--- config.mk ---
export PLATFORM = sky130hd
export DESIGN_NAME = minterm_sweeper
export DESIGN_NICKNAME = d
export VERILOG_FILES = /design/src/rtl/sweeper_pkg.sv /design/src/rtl/minterm_sweeper_hold_timer.sv /design/src/rtl/minterm_sweeper.sv
export SDC_FILE = /design/constraint.sdc
export NUM_CORES = 1
export LEC_CHECK = 0
export BUFFER_PORTS_ARGS = -buffer_cell sky130_fd_sc_hd__buf_2
export CAP_MARGIN = 0
export CORE_MARGIN = 3
export CORE_UTILIZATION = 60
export CTS_CLUSTER_DIAMETER = 100
export DETAILED_ROUTE_END_ITERATION = 6
export PLACE_DENSITY_LB_ADDON = 0.3
export SETUP_SLACK_MARGIN = 0.4
export SLEW_MARGIN = 20
export SYNTH_ARGS = -nofsm -noshare
export SYNTH_HDL_FRONTEND = slang
export SYNTH_HIERARCHICAL = 1
export SYNTH_SLANG_ARGS = --single-unit
--- constraint.sdc ---
create_clock -name clk -period 5.8 [get_ports clk]
set_clock_uncertainty 0.05 [all_clocks]
set_input_delay 1.16 -clock clk [delete_from_list [all_inputs] [get_ports clk]]
set_output_delay 1.16 -clock clk [all_outputs]
set_load 0.02 [all_outputs]
--- src/rtl/sweeper_pkg.sv ---
// sweeper_pkg
// Shared types and constants for the minterm sweeper slice: the sweep FSM
// state encoding, the number of minterms visited for a 4-input function,
// and the width of the minterm index register.
package sweeper_pkg;

    // Sweep FSM states: waiting for start, holding a minterm, sweep finished.
    typedef enum logic [1:0] {
        IDLE = 2'd0,
        HOLD = 2'd1,
        DONE = 2'd2
    } state_t;

    // A 4-input function has 16 minterms; the index register covers them all.
    localparam int N_PATTERNS = 16;
    localparam int IDX_W      = 4;

    // The population count must reach 16, so it needs one bit more than IDX_W.
    localparam int ONES_W     = 5;

endpackage

--- src/rtl/minterm_sweeper_hold_timer.sv ---
// hold_timer
// Counts the cycles a minterm has been held. While en is high the counter
// advances each cycle; expire is high during the last cycle of a hold, so
// the edge that ends the hold is the edge that samples the function output.
//
// Ports:
//   clk     in   clock, rising edge
//   rst     in   synchronous active-high reset
//   en      in   count while high (the sweeper is in its HOLD state)
//   expire  out  high on the final cycle of each HOLD_CYCLES-long hold
module hold_timer #(
    parameter int HOLD_CYCLES = 20
) (
    input  logic clk,
    input  logic rst,
    input  logic en,
    output logic expire
);

    localparam int                 CNT_W = $clog2(HOLD_CYCLES + 1);
    localparam logic [CNT_W-1:0]   LAST  = CNT_W'(HOLD_CYCLES - 1);

    logic [CNT_W-1:0] hcnt_q;
    logic [CNT_W-1:0] hcnt_d;

    assign expire = en && (hcnt_q == LAST);

    // The counter wraps to zero on every expiry, and a sweep always ends
    // on an expiry, so it is already zero whenever a new sweep starts and
    // needs no separate clear from the FSM.
    always_comb begin
        hcnt_d = hcnt_q;
        if (en) begin
            hcnt_d = expire ? '0 : hcnt_q + CNT_W'(1);
        end
    end

    // Counter register; reset also covers a sweep aborted mid-hold.
    always_ff @(posedge clk) begin
        if (rst) begin
            hcnt_q <= '0;
        end else begin
            hcnt_q <= hcnt_d;
        end
    end

endmodule

--- src/rtl/minterm_sweeper.sv ---
// minterm_sweeper
// Drives a 4-input combinational block through all 16 minterms in ascending
// order, holding each for HOLD_CYCLES cycles, and captures the block output
// at the end of each hold into a truth-table word plus a population count.
//
// Ports:
//   clk          in   clock, rising edge
//   rst          in   synchronous active-high reset
//   start        in   begins a sweep when sampled in IDLE or DONE
//   f_in         in   output of the function under test
//   a, b, c, d   out  minterm index {a,b,c,d}, a is the MSB
//   busy         out  high while a sweep is in progress
//   done         out  high from sweep completion until next start or reset
//   truth[15:0]  out  truth[m] is f_in as sampled for minterm m
//   ones[4:0]    out  number of set bits in truth
module minterm_sweeper
    import sweeper_pkg::*;
#(
    parameter int HOLD_CYCLES = 20
) (
    input  logic                  clk,
    input  logic                  rst,
    input  logic                  start,
    input  logic                  f_in,
    output logic                  a,
    output logic                  b,
    output logic                  c,
    output logic                  d,
    output logic                  busy,
    output logic                  done,
    output logic [N_PATTERNS-1:0] truth,
    output logic [ONES_W-1:0]     ones
);

    localparam logic [IDX_W-1:0] LAST_IDX = IDX_W'(N_PATTERNS - 1);

    state_t                  state_q;
    logic [IDX_W-1:0]        idx_q;
    logic [N_PATTERNS-1:0]   truth_q;
    logic [N_PATTERNS-1:0]   truth_d;
    logic [ONES_W-1:0]       ones_q;
    logic [ONES_W-1:0]       ones_d;
    logic                    busy_q;
    logic                    done_q;
    logic                    timerEn;
    logic                    expire;

    assign timerEn = (state_q == HOLD);

    hold_timer #(
        .HOLD_CYCLES (HOLD_CYCLES)
    ) u_hold_timer (
        .clk    (clk),
        .rst    (rst),
        .en     (timerEn),
        .expire (expire)
    );

    // Values the capture registers take if the current hold ends this cycle:
    // the current minterm's bit is replaced by f_in and the count bumped.
    always_comb begin
        truth_d         = truth_q;
        truth_d[idx_q]  = f_in;
        ones_d          = ones_q + ONES_W'(f_in);
    end

    // Sweep FSM. start is only looked at outside HOLD, so pulses during a
    // sweep are ignored, and a start held high restarts from DONE on the
    // edge after DONE is entered. f_in is only consumed on the expiry edge.
    always_ff @(posedge clk) begin
        if (rst) begin
            state_q <= IDLE;
            idx_q   <= '0;
            truth_q <= '0;
            ones_q  <= '0;
            busy_q  <= 1'b0;
            done_q  <= 1'b0;
        end else begin
            case (state_q)
                IDLE, DONE: begin
                    if (start) begin
                        state_q <= HOLD;
                        idx_q   <= '0;
                        truth_q <= '0;
                        ones_q  <= '0;
                        busy_q  <= 1'b1;
                        done_q  <= 1'b0;
                    end
                end
                HOLD: begin
                    if (expire) begin
                        truth_q <= truth_d;
                        ones_q  <= ones_d;
                        if (idx_q == LAST_IDX) begin
                            state_q <= DONE;
                            busy_q  <= 1'b0;
                            done_q  <= 1'b1;
                        end else begin
                            idx_q <= idx_q + IDX_W'(1);
                        end
                    end
                end
                default: begin
                    state_q <= IDLE;
                end
            endcase
        end
    end

    assign {a, b, c, d} = idx_q;
    assign busy         = busy_q;
    assign done         = done_q;
    assign truth        = truth_q;
    assign ones         = ones_q;

endmodule

* Word-level counts from Yosys, hierarchy flattened *
Cells that the tools add are included.
W data, S select, Z words.

storage, ports and cells
  flip-flop bits (word level) = 34
  latch bits = 0
  RAM bits = 0
  bits in read-only memories = 0
  input port bits = 4
  output and inout port bits = 27
  word-level logic and storage cells = 55
  memories = 0

operators by class
  $add $sub $neg = 3
  $mul = 0
  div/mod/pow operators = 0
  order comparisons = 2
  eq/ne operators = 8
  shift-type cells = 0
  multiplexer cells = 26
  bitwise logic cells = 0
  reduce and logical (&&, ||, !) cells = 9

operators with widths
  cell                   number
  $mux W16               2
  $pmux W16 S2           1
  $bwmux W16             1
  $mux W5                3
  $mux W4                3
  $pmux W5 S2            1
  $ne A2 B2 Y1 const B   4
  $pmux W4 S2            1
  $reduce_and A4 Y1      2
  $mux W1                7
  $mux W2                3
  $reduce_and A3 Y1      2
  $add A5 B1 Y5          1
  $add A5 B1 Y5 const B  1
  $eq A5 B5 Y1 const B   1
  $lt A4 B5 Y1 const B   1
  $add A4 B1 Y4 const B  1
  $demux W1 S4           1
  $eq A4 B4 Y1 const B   1
  $ge A4 B1 Y1 const B   1
  $pmux W1 S2            2
  $pmux W2 S2            1
  $eq A2 B1 Y1 const B   1
  $eq A2 B2 Y1 const B   1
  4 further kinds        5

* Depth between registers and ports, before layout *
Gate-level depths: netlist of the first run.

  depth after elaboration = 7
  depth in mapped cells = 9
  depth with buffers taken out = 7

* Cells and area by module *
The synthesis of the first run kept the hierarchy.

modules (own cells, without submodules)
  module           times used  cells each  area an instance (µm²)  seq. area each (µm²)
  minterm_sweeper  1           180         1,644.1                 580.6
  hold_timer       1           24          242.7                   100.1

* Worst setup path before layout of the first run *
Ideal clock, no wire load.

  path type = register to register
  from = register state_q[1]
  to = register idx_q[3]
  library setup time = 0.058 ns
  arrival = 1.941 ns
  required time = 5.692 ns
  setup slack = 3.750 ns
  stages on the path, launching flop included = 10
  path buffers = 2
  clock period less this slack = 2.050 ns
  cells stage by stage = dfxtp_1 or2b_4 clkinv_4 clkbuf_8 nand2_1 nor3b_4 nand3b_1 buf_6 nor4_1 o22a_1

between the ends
  word-level cells in the longest chain between the ends = 4
  elaborated cells between the ends (all ways) = 11
  those cells by class = 5 x eq/ne; 1 x mux; 5 x reduce/logical

ends and longest elaborated chain
  element                             RTL line                          RTL
  start, declared                     minterm_sweeper.sv:37             state_t state_q;
  start signal, assigned              minterm_sweeper.sv:72             state_q <= IDLE;
  start signal, assigned              minterm_sweeper.sv:82             state_q <= HOLD;
  start signal, assigned              minterm_sweeper.sv:95             state_q <= DONE;
  $eq A2 B1 Y1                        minterm_sweeper.sv:48             assign timerEn = (state_q == HOLD);
  named net timerEn                   minterm_sweeper.sv:45             logic timerEn;
  $logic_and A1 B1 Y1                 minterm_sweeper_hold_timer.sv:26  assign expire = en && (hcnt_q == LAST);
  named net expire                    minterm_sweeper.sv:46             logic expire;
  $ne A2 B2 Y1 (no source line)       n/a
  $reduce_and A4 Y1 (no source line)  n/a
  end signal, assigned                minterm_sweeper.sv:99             idx_q <= idx_q + IDX_W'(1);
  end, declared                       minterm_sweeper.sv:38             logic [IDX_W-1:0] idx_q;

The timed path passes the listed nets, and every way through them passes these cells.
A chain may end at the register's enable or synchronous reset.

* Worst setup path in the final report of the first run *
  from = register state_q[0]
  to = register truth_q[2], in the netlist truth[2]

between the ends
  word-level cells in the longest chain between the ends = 4
  elaborated cells between the ends (all ways) = 10
  those cells by class = 4 x eq/ne; 1 x mux; 5 x reduce/logical

ends and longest elaborated chain
  element                             RTL line                          RTL
  $eq A2 B1 Y1                        minterm_sweeper.sv:48
  $logic_and A1 B1 Y1                 minterm_sweeper_hold_timer.sv:26
  named net expire                    minterm_sweeper.sv:46
  $ne A2 B2 Y1 (no source line)       n/a
  $reduce_and A3 Y1 (no source line)  n/a
  end signal, assigned                minterm_sweeper.sv:92             truth_q <= truth_d;
  end, declared                       minterm_sweeper.sv:39             logic [N_PATTERNS-1:0] truth_q;

The timed path passes the listed nets, and every way through them passes these cells.

==> results of run 1 <==
cell type report:
type / count / share of cell area, %
Clock buffer: 6 / 2.58
Multi-Input combinational cell: 133 / 48.7
Timing Repair Buffer: 30 / 7.56
Inverter: 21 / 4.22
Tap cell: 42 / 2.64
Sequential cell: 34 / 34.3
state kept, by name, summed over array words and instances (netlist names):
name and count:
busy 1, idx_q 4, ones 5, truth 16, u_hold_timer/hcnt_q 5, state_q 2
done 1
synth_stat cells, types with 5 or more instances:
cell	instances
buf_6	8
dfxtp_1	34
nand3_1	14
o32ai_1	15
a22oi_1	15
o21ai_0	5
a21oi_1	7
nand3b_1	9
inv_1	20
nand2_1	9
ha_1	7
power by group through the flow:
stage | Combinational [mW] | Sequential [mW] | Clock, mW
global route | 0.0442 | 0.245 | 0.145
CTS | 0.0397 | 0.243 | 0.134
finish | 0.0403 | 0.244 | 0.132
global placement | 0.0379 | 0.248 | 0
detailed placement | 0.0397 | 0.249 | 0
floorplan | 0.0404 | 0.247 | 0
final timing paths:
kind | startpoint | to | slack [ns] | depth (start not counted)
setup / recovery | state_q[0] | truth[2] | 2.91 | 7
hold / removal | done | done | 0.41 | 2
setup reg to reg | state_q[0] | truth[2] | 2.91 | 7
hold reg to reg | done | done | 0.41 | 2
metal layers:
metal	vias to the layer above	global-route usage, %	routed length, um	part of all wire [%]
li1	801	-	-	-
met1	776	28.6	1750	41
met2	70	40.8	2110	50
met3	10	6.61	288	6.8
met4	0	10.9	84	2.0
met5	-	0	0	0
per-stage QoR:
stage	hold WS, ns	std cells	util [%]	instance area [um2]
4_1_cts	0.415	266	69.1	1990
3_3_place_gp	0.392	260	67.3	1940
6_report	0.409	266	69.1	1990
2_1_floorplan	0.398	204	-	1890
3_5_place_dp	0.400	260	67.3	1940
5_1_grt	0.451	266	69.1	1990
tightest hold or removal path, delay by kind of cell, from the launching register on:
| family | cells | cell delay, ns |
|---|---|---|
| AOI/OAI and AO/OA | 1 | 0.05 |
| buffers and inverters | 1 | 0.05 |
| DFF | 1 | 0.32 |
kinds of logic (layout without fill, tap and decap cells):
logic type      after synthesis  after routing  share of synthesized area, %
fa+ha+maj                     7              7                          4.64
compound gates               55             55                          21.5
simple gates                 65             65                          22.1
mux                           4              4                          2.12
xor+xnor                      2              2                         0.929
flops                        34             34                          36.1
buf+inv                      37             57                          12.6
==> impl_metrics.json, run 1 <==
{
  "fillCellCount": 232,
  "cap_violations": 0,
  "grt_pass1_wl_um": 6780,
  "synthArstFlopShare_pct": 0,
  "drv_slew": 0,
  "comb_power_share_pct": 9.7,
  "antennaDiodeCount": 0,
  "cp_slowest_stage_delay_ns": 0.64,
  "overflow": 0,
  "power.leakage_nw": 0.775,
  "cp.arrival_ns": 3.05,
  "fmax_mhz": 346,
  "power_density_nw_per_um2": 209,
  "p_sw_share_pct": 26.4,
  "syn_nets": 215,
  "relSlewSlack_pct": 43.0,
  "p_clk_share_pct": 31.8,
  "ctsHoldBuffers": 0,
  "dpl.hpwl_um": 2920,
  "ys_types": 49,
  "cts_resized": 0,
  "num_io_pins": 31,
  "power_mw": 0.416,
  "ys_seq_elements": 34,
  "die_h_um": 62.1,
  "clkLatencyLatePin_ns": 0.34,
  "irDropWorstVdd_v": 0.000128,
  "cp.required_ns": 5.96,
  "seq_area_um2": 681,
  "grt_max_degree": 39,
  "hold_violations": 0,
  "status": "completed",
  "final_cell_mix": "dfxtp_1 (34), buf_2 (30), inv_1 (20)",
  "cts_tree": "done",
  "viasPerCell": 6.23,
  "drive_above_1_share_pct": 21.0,
  "core-area_um2": 2880,
  "die_w_um": 62.1,
  "power.internal_mw": 0.306,
  "pwr-share-seq_pct": 58.5,
  "h-tree-depth": 2,
  "netlist_instances": 204,
  "finalCriticalPeriod_ns": 2.89,
  "routabilityCongestion": 0.829,
  "grt_pass1_vias": 1466,
  "worstSetupPathType": "flip-flop to flip-flop",
  "multi_input_area_um2": 968,
  "pre_cts_ws_ns": 2.98,
  "root_buffer": "clkbuf_4",
  "wl_um": 4230,
  "cts_buffers": 5,
  "final_common_cell": "dfxtp_1",
  "path_buf_inv": 1,
  "drtPass1Iterations": 5,
  "synth_top_area_share_pct": 36.1,
  "p_switching_mw": 0.110,
  "antenna_found_initial": 0,
  "clk_pin_slew_ns": 0.10,
  "critPathLaunchType": "flip-flop",
  "cts_num_sinks": 34,
  "cp_max_fo": 22,
  "num_rows": 19,
  "drt-initial-drc-count": 124,
  "wl_per_cell_um": 15.9,
  "yosys_most_used_dff": "dfxtp_1",
  "synthTopCellsByArea": "dfxtp_1 (36%), o32ai_1 (7.0%), a22oi_1 (6.0%)",
  "crit_path_top_delay_cell": "nand3b_1",
  "finalCritPeriodShare_pct": 49.8,
  "crit_family": "simple AND/OR/NAND/NOR gates",
  "dieArea_um2": 3850,
  "syn-cell-area_um2": 1890,
  "avgSynthCellArea_um2": 9.25,
  "holdCritPathClass": "flip-flop to flip-flop",
  "yosys_warnings": 6,
  "crit_chain": "or2b_4 -> clkinv_4 -> nand2_1 -> nor3b_4 -> nand3b_1 -> a22oi_1 -> o32ai_1",
  "initial_core_util_pct": 65.6,
  "rsz0062_at_grt": "no",
  "clockBufferDepth": 2,
  "synth-seq-area-share_pct": 36.1,
  "portBuffers": 30,
  "post_cts.repair.setup_buffers": 0,
  "synth-edff-count": 0,
  "synth_top_cell_by_area": "dfxtp_1",
  "tightest_slew_ns": 0.855,
  "grt_usage_pct": 24.3,
  "fin_nets": 236,
  "cp-end-kind": "flip-flop",
  "drcViolationCount": 0,
  "final-setup-viol-count": 0,
  "vias": 1657,
  "setup-tns-final_ns": 0,
  "setup_slack_ns": 2.91,
  "ant_nets": 0,
  "area_growth_pct": 5.31
}
Note: power is estimated with default switching activity, not from simulation.
==> run 2: changes to the inputs <==
Settings changed: CORE_UTILIZATION 60 to 50.
Clock period 5.8 ns to 2.6 ns, I/O delays scaled along.
==> impl_metrics.json, run 2 (synthesis gave the netlist of run 1 again) <==
{
  "clk_pin_slew_ns": 0.07,
  "overflow": 0,
  "grt_pass1_vias": 1458,
  "drt-initial-drc-count": 173,
  "fin_nets": 246,
  "ctsHoldBuffers": 0,
  "power_density_nw_per_um2": 490,
  "cp.required_ns": 2.73,
  "wl_per_cell_um": 14.9,
  "multi_input_area_um2": 978,
  "hold_violations": 0,
  "tightest_slew_ns": 0.665,
  "critPathLaunchType": "flip-flop",
  "r2r_cells": 8,
  "holdCritPathClass": "flip-flop to flip-flop",
  "final-setup-viol-count": 0,
  "hold_start": "done",
  "initial_core_util_pct": 54.0,
  "clkLatencyLatePin_ns": 0.29,
  "ant_nets": 0,
  "cts_tree": "done",
  "setup_slack_ns": 0.553,
  "drive_above_1_share_pct": 25.8,
  "power_mw": 1.04,
  "grt_usage_pct": 19.9,
  "worstSetupPathType": "flip-flop to flip-flop",
  "drv_slew": 0,
  "crit_path_top_delay_cell": "dfxtp_2",
  "clockBufferDepth": 2,
  "path_buf_inv": 2,
  "power.leakage_nw": 0.848,
  "min_to": "done",
  "rsz0062_at_grt": "no",
  "largest_reg_flops": 16,
  "worstHoldPathCells": 2,
  "wl_um": 4210,
  "dieArea_um2": 4550,
  "grt_max_degree": 30,
  "reg2reg_slack_ns": 0.55,
  "pre_cts_ws_ns": 0.394,
  "finalCriticalPeriod_ns": 2.05,
  "root_buffer": "clkbuf_8",
  "cap_violations": 0,
  "cts_buffers": 5,
  "fmax_mhz": 489,
  "status": "completed",
  "drtPass1Iterations": 4,
  "placedCellCount": 270,
  "portBuffers": 30,
  "cp_max_fo": 22,
  "viasPerCell": 5.76,
  "area_growth_pct": 12.9,
  "die_h_um": 67.4,
  "cp_num_cells": 8,
  "num_rows": 21,
  "finalCritPeriodShare_pct": 78.7,
  "setup-tns-final_ns": 0,
  "fillCellCount": 329,
  "core-area_um2": 3490,
  "vias": 1625,
  "cp_slowest_stage_delay_ns": 0.35,
  "crit_chain": "or2b_4 -> clkinv_8 -> nand2_2 -> nor3b_4 -> buf_6 -> and3b_2 -> a211oi_1 -> a32o_1",
  "antennaDiodeCount": 0,
  "grt_pass1_wl_um": 6870,
  "die_w_um": 67.4,
  "h-tree-depth": 2,
  "drcViolationCount": 0,
  "num_io_pins": 31,
  "stdcell_count": 282,
  "final_cell_mix": "dfxtp_1 (33), buf_2 (30), inv_1 (20)",
  "cp.arrival_ns": 2.18,
  "dpl.hpwl_um": 2830,
  "cts_num_sinks": 34,
  "crit_family": "simple AND/OR/NAND/NOR gates",
  "seq_area_um2": 682,
  "irDropWorstVdd_v": 0.000451,
  "final_common_cell": "dfxtp_1",
  "relSlewSlack_pct": 55.6,
  "r2r-start": "state_q[1]",
  "timing.rr.end": "idx_q[0]",
  "cp-end-kind": "flip-flop",
  "routabilityCongestion": 0.846,
  "antenna_found_initial": 0
}
[run 2: layout make-up]
| cell class | count | area share (%) |
|---|---|---|
| flip-flops and latches | 34 | 32.0 |
| well taps | 46 | 2.70 |
| multi-input cells | 133 | 45.9 |
| inverters | 21 | 4.29 |
| clock buffers | 7 | 4.05 |
| clock inverters | 1 | 0.235 |
| repair buffers | 40 | 10.8 |
[run 2: through the flow]
step	hold slack (ns)	cell area [um2]	utilization, %
floorplan	0.398	1890	-
global placement	0.399	1990	56.8
detailed placement	0.398	1990	56.8
CTS	0.411	2090	59.9
global route	0.441	2130	60.9
finish	0.414	2130	60.9
[run 2: worst max path at each step]
stage | startpoint | endpoint | slack (ns)
after floorplan | state_q[1] | idx_q[3] | 0.55
after global routing | state_q[1] | done | 0.41
after detailed placement | state_q[1] | truth[8] | 0.39
after CTS | state_q[1] | truth[7] | 0.44
after global placement | state_q[1] | truth[5] | 0.44
final | state_q[1] | idx_q[0] | 0.55
[run 2: what timing repair did]
item / 4_1_cts / 5_1_grt
endpoints found under the setup margin: 9 / 11
setup buffers: 1 / 3
pin swaps: 1 / 0
resized for setup: 1 / 4
[run 2: worst min-delay path: stages, from the launching register on]
cell	delay [ns]
dfxtp_1	0.31
inv_1	0.05
a211oi_1	0.05
[run 2: power breakdown]
part           switching, mW  internal [mW]
Sequential            0.0130          0.529
Clock                  0.190          0.213
Combinational         0.0610         0.0380
[run 2: routing by layer]
layer | track usage [%] | routed length (um) | share of wire (%) | vias up
met5 | 0 | 0 | 0 | -
met4 | 6.58 | 38 | 0.90 | 0
met3 | 5.66 | 210 | 5.0 | 5
met2 | 33.9 | 2110 | 50 | 45
met1 | 24.0 | 1850 | 44 | 755
li1 | - | - | - | 820
==> run 3: changes to the inputs <==
Settings changed: ABC_AREA set to 1, CORE_UTILIZATION 50 to 55.
Clock period 2.6 ns to 1.95 ns, I/O delays scaled along.
==> impl_metrics.json, run 3 <==
{
  "antenna_found_initial": 0,
  "drv_slew": 0,
  "grt_max_degree": 25,
  "status": "completed",
  "clkLatencyLatePin_ns": 0.35,
  "portBuffers": 30,
  "yosys_warnings": 6,
  "hold_violations": 0,
  "crit_path_top_delay_cell": "dfxtp_2",
  "cp.required_ns": 2.19,
  "cp-end-kind": "flip-flop",
  "viasPerCell": 5.12,
  "clockBufferDepth": 2,
  "min_to": "truth[6]",
  "timing.critical_path.mode_cell": "inv_4",
  "clk_pin_slew_ns": 0.11,
  "root_buffer": "clkbuf_4",
  "setup-tns-final_ns": 0,
  "ys_types": 24,
  "area_growth_pct": 26.9,
  "crit_chain": "inv_4 -> nor2_4 -> nand2_4 -> inv_2 -> nand3_4 -> inv_4 -> nand4_1 -> buf_4 -> or2_4 -> a21oi_2",
  "fmax_mhz": 611,
  "routabilityCongestion": 0.819,
  "drt-initial-drc-count": 111,
  "grt_pass1_wl_um": 6720,
  "final_common_cell": "nand2_1",
  "cp.arrival_ns": 1.88,
  "power_density_nw_per_um2": 704,
  "cts_num_sinks": 34,
  "synth_top_cell_by_area": "dfxtp_1",
  "wl_per_cell_um": 12.1,
  "hold_start": "rst",
  "vias": 1788,
  "synthTopCellsByArea": "dfxtp_1 (39%), nand2_1 (20%), a21oi_1 (6.5%)",
  "yosysMostFrequentCell": "nand2_1",
  "synthArstFlopShare_pct": 0,
  "grt_usage_pct": 20.8,
  "initial_core_util_pct": 60.8,
  "cp_max_fo": 4,
  "synth-edff-count": 0,
  "cap_violations": 0,
  "syn-cell-area_um2": 1760,
  "ys_seq_elements": 34,
  "num_rows": 19,
  "fin_util_pct": 77.2,
  "yosys_most_used_dff": "dfxtp_1",
  "finalCriticalPeriod_ns": 1.64,
  "cts_buffers": 5,
  "overflow": 0,
  "cts_tree": "done",
  "stdcell_area_um2": 2240,
  "ant_nets": 0,
  "r2r_cells": 10,
  "antennaDiodeCount": 0,
  "power.leakage_nw": 1.03,
  "grt_pass1_vias": 1629,
  "wl_um": 4230,
  "die_h_um": 62.6,
  "netlist_instances": 262,
  "relSlewSlack_pct": 61.0,
  "drive_above_1_share_pct": 30.0,
  "die_w_um": 62.6,
  "final_cell_mix": "nand2_1 (90), buf_2 (30), dfxtp_1 (27)",
  "r2r-start": "state_q[0]",
  "drtPass1Iterations": 4,
  "critPathLaunchType": "flip-flop",
  "cp_slowest_stage_delay_ns": 0.37,
  "largest_reg_flops": 16,
  "h-tree-depth": 2,
  "fin_nets": 318,
  "num_io_pins": 31,
  "finalCritPeriodShare_pct": 83.9,
  "netlist_top_cells_count": "nand2_1 (95), dfxtp_1 (34), nor2_1 (26)",
  "irDropWorstVdd_v": 0.000579,
  "syn_nets": 273,
  "worstHoldPathCells": 2,
  "holdCritPathClass": "input pin to flip-flop",
  "avgSynthCellArea_um2": 6.73,
  "drcViolationCount": 0,
  "dieArea_um2": 3920,
  "rsz0062_at_grt": "yes",
  "dpl_cell_area_um2": 1970,
  "timing.rr.end": "truth[8]",
  "core-area_um2": 2900,
  "worstSetupPathType": "flip-flop to flip-flop",
  "synth-seq-area-share_pct": 38.6,
  "final-setup-viol-count": 0,
  "reg2reg_slack_ns": 0.31,
  "dpl.hpwl_um": 2590,
  "tightest_slew_ns": 0.582,
  "synth_top_area_share_pct": 38.6
}
[run 3: cell families after synthesis]
logic type,synth area share (%)
XOR/XNOR,0.497
flip-flops,38.6
AND/OR/NAND/NOR,37.7
AO/OA/AOI/OAI,8.72
adder cells (fa/ha/maj),4.96
buffers and inverters,9.50
[run 3: cell type report]
cell class	count	area, um2
multi-input cells	197	1030
inverters	24	97.6
clock buffers	6	51.3
well taps	42	52.6
flip-flops and latches	34	689
clock inverters	1	30.0
fillers	214	662
repair buffers	45	292
[run 3: what timing repair did]
action,in CTS,in global routing
buffers inserted,6,5
hold buffers,0,0
pin swaps,3,10
resized for setup,8,20
setup endpoints to repair,26,30
cloned,1,1
[run 3: layer usage]
metal,track usage [%],wire length [um]
met5,0,0
met4,10.7,104
met3,5.04,243
met2,35.8,2050
met1,23.7,1830
[run 3: worst max path at each step]
stage	startpoint	to	slack, ns	cells past startpoint
3_3_place_gp	u_hold_timer/hcnt_q[0]	truth[13]	0.13	9
6_report	state_q[0]	truth[8]	0.31	10
5_1_grt	state_q[0]	truth[13]	0.25	11
3_5_place_dp	u_hold_timer/hcnt_q[0]	truth[14]	0.04	9
4_1_cts	state_q[0]	truth[10]	0.40	9
2_1_floorplan	state_q[0]	truth[4]	0.17	11
[run 3: where the power goes]
part	internal, mW	switching (mW)	leakage [nW]
Sequential	0.718	0.0252	0.278
Combinational	0.112	0.184	0.705
Clock	0.298	0.239	0.0443
[run 3: critical path: cells and delay by family (launching register included)]
kind                   cells  cell delay, ns
and+or+nand+nor            5            0.66
buffers and inverters      4            0.38
DFF                        1            0.37
AOI/OAI and AO/OA          1            0.12
[run 3: through the flow]
step	total power [mW]	std cells	worst slack [ns]	hold WS, ns
6_report	1.58	349	0.314	0.360
5_1_grt	1.65	349	0.246	0.387
4_1_cts	1.54	343	0.403	0.358
3_5_place_dp	0.992	329	0.0375	0.398
3_3_place_gp	0.987	329	0.135	0.394
2_1_floorplan	0.957	262	0.167	0.412
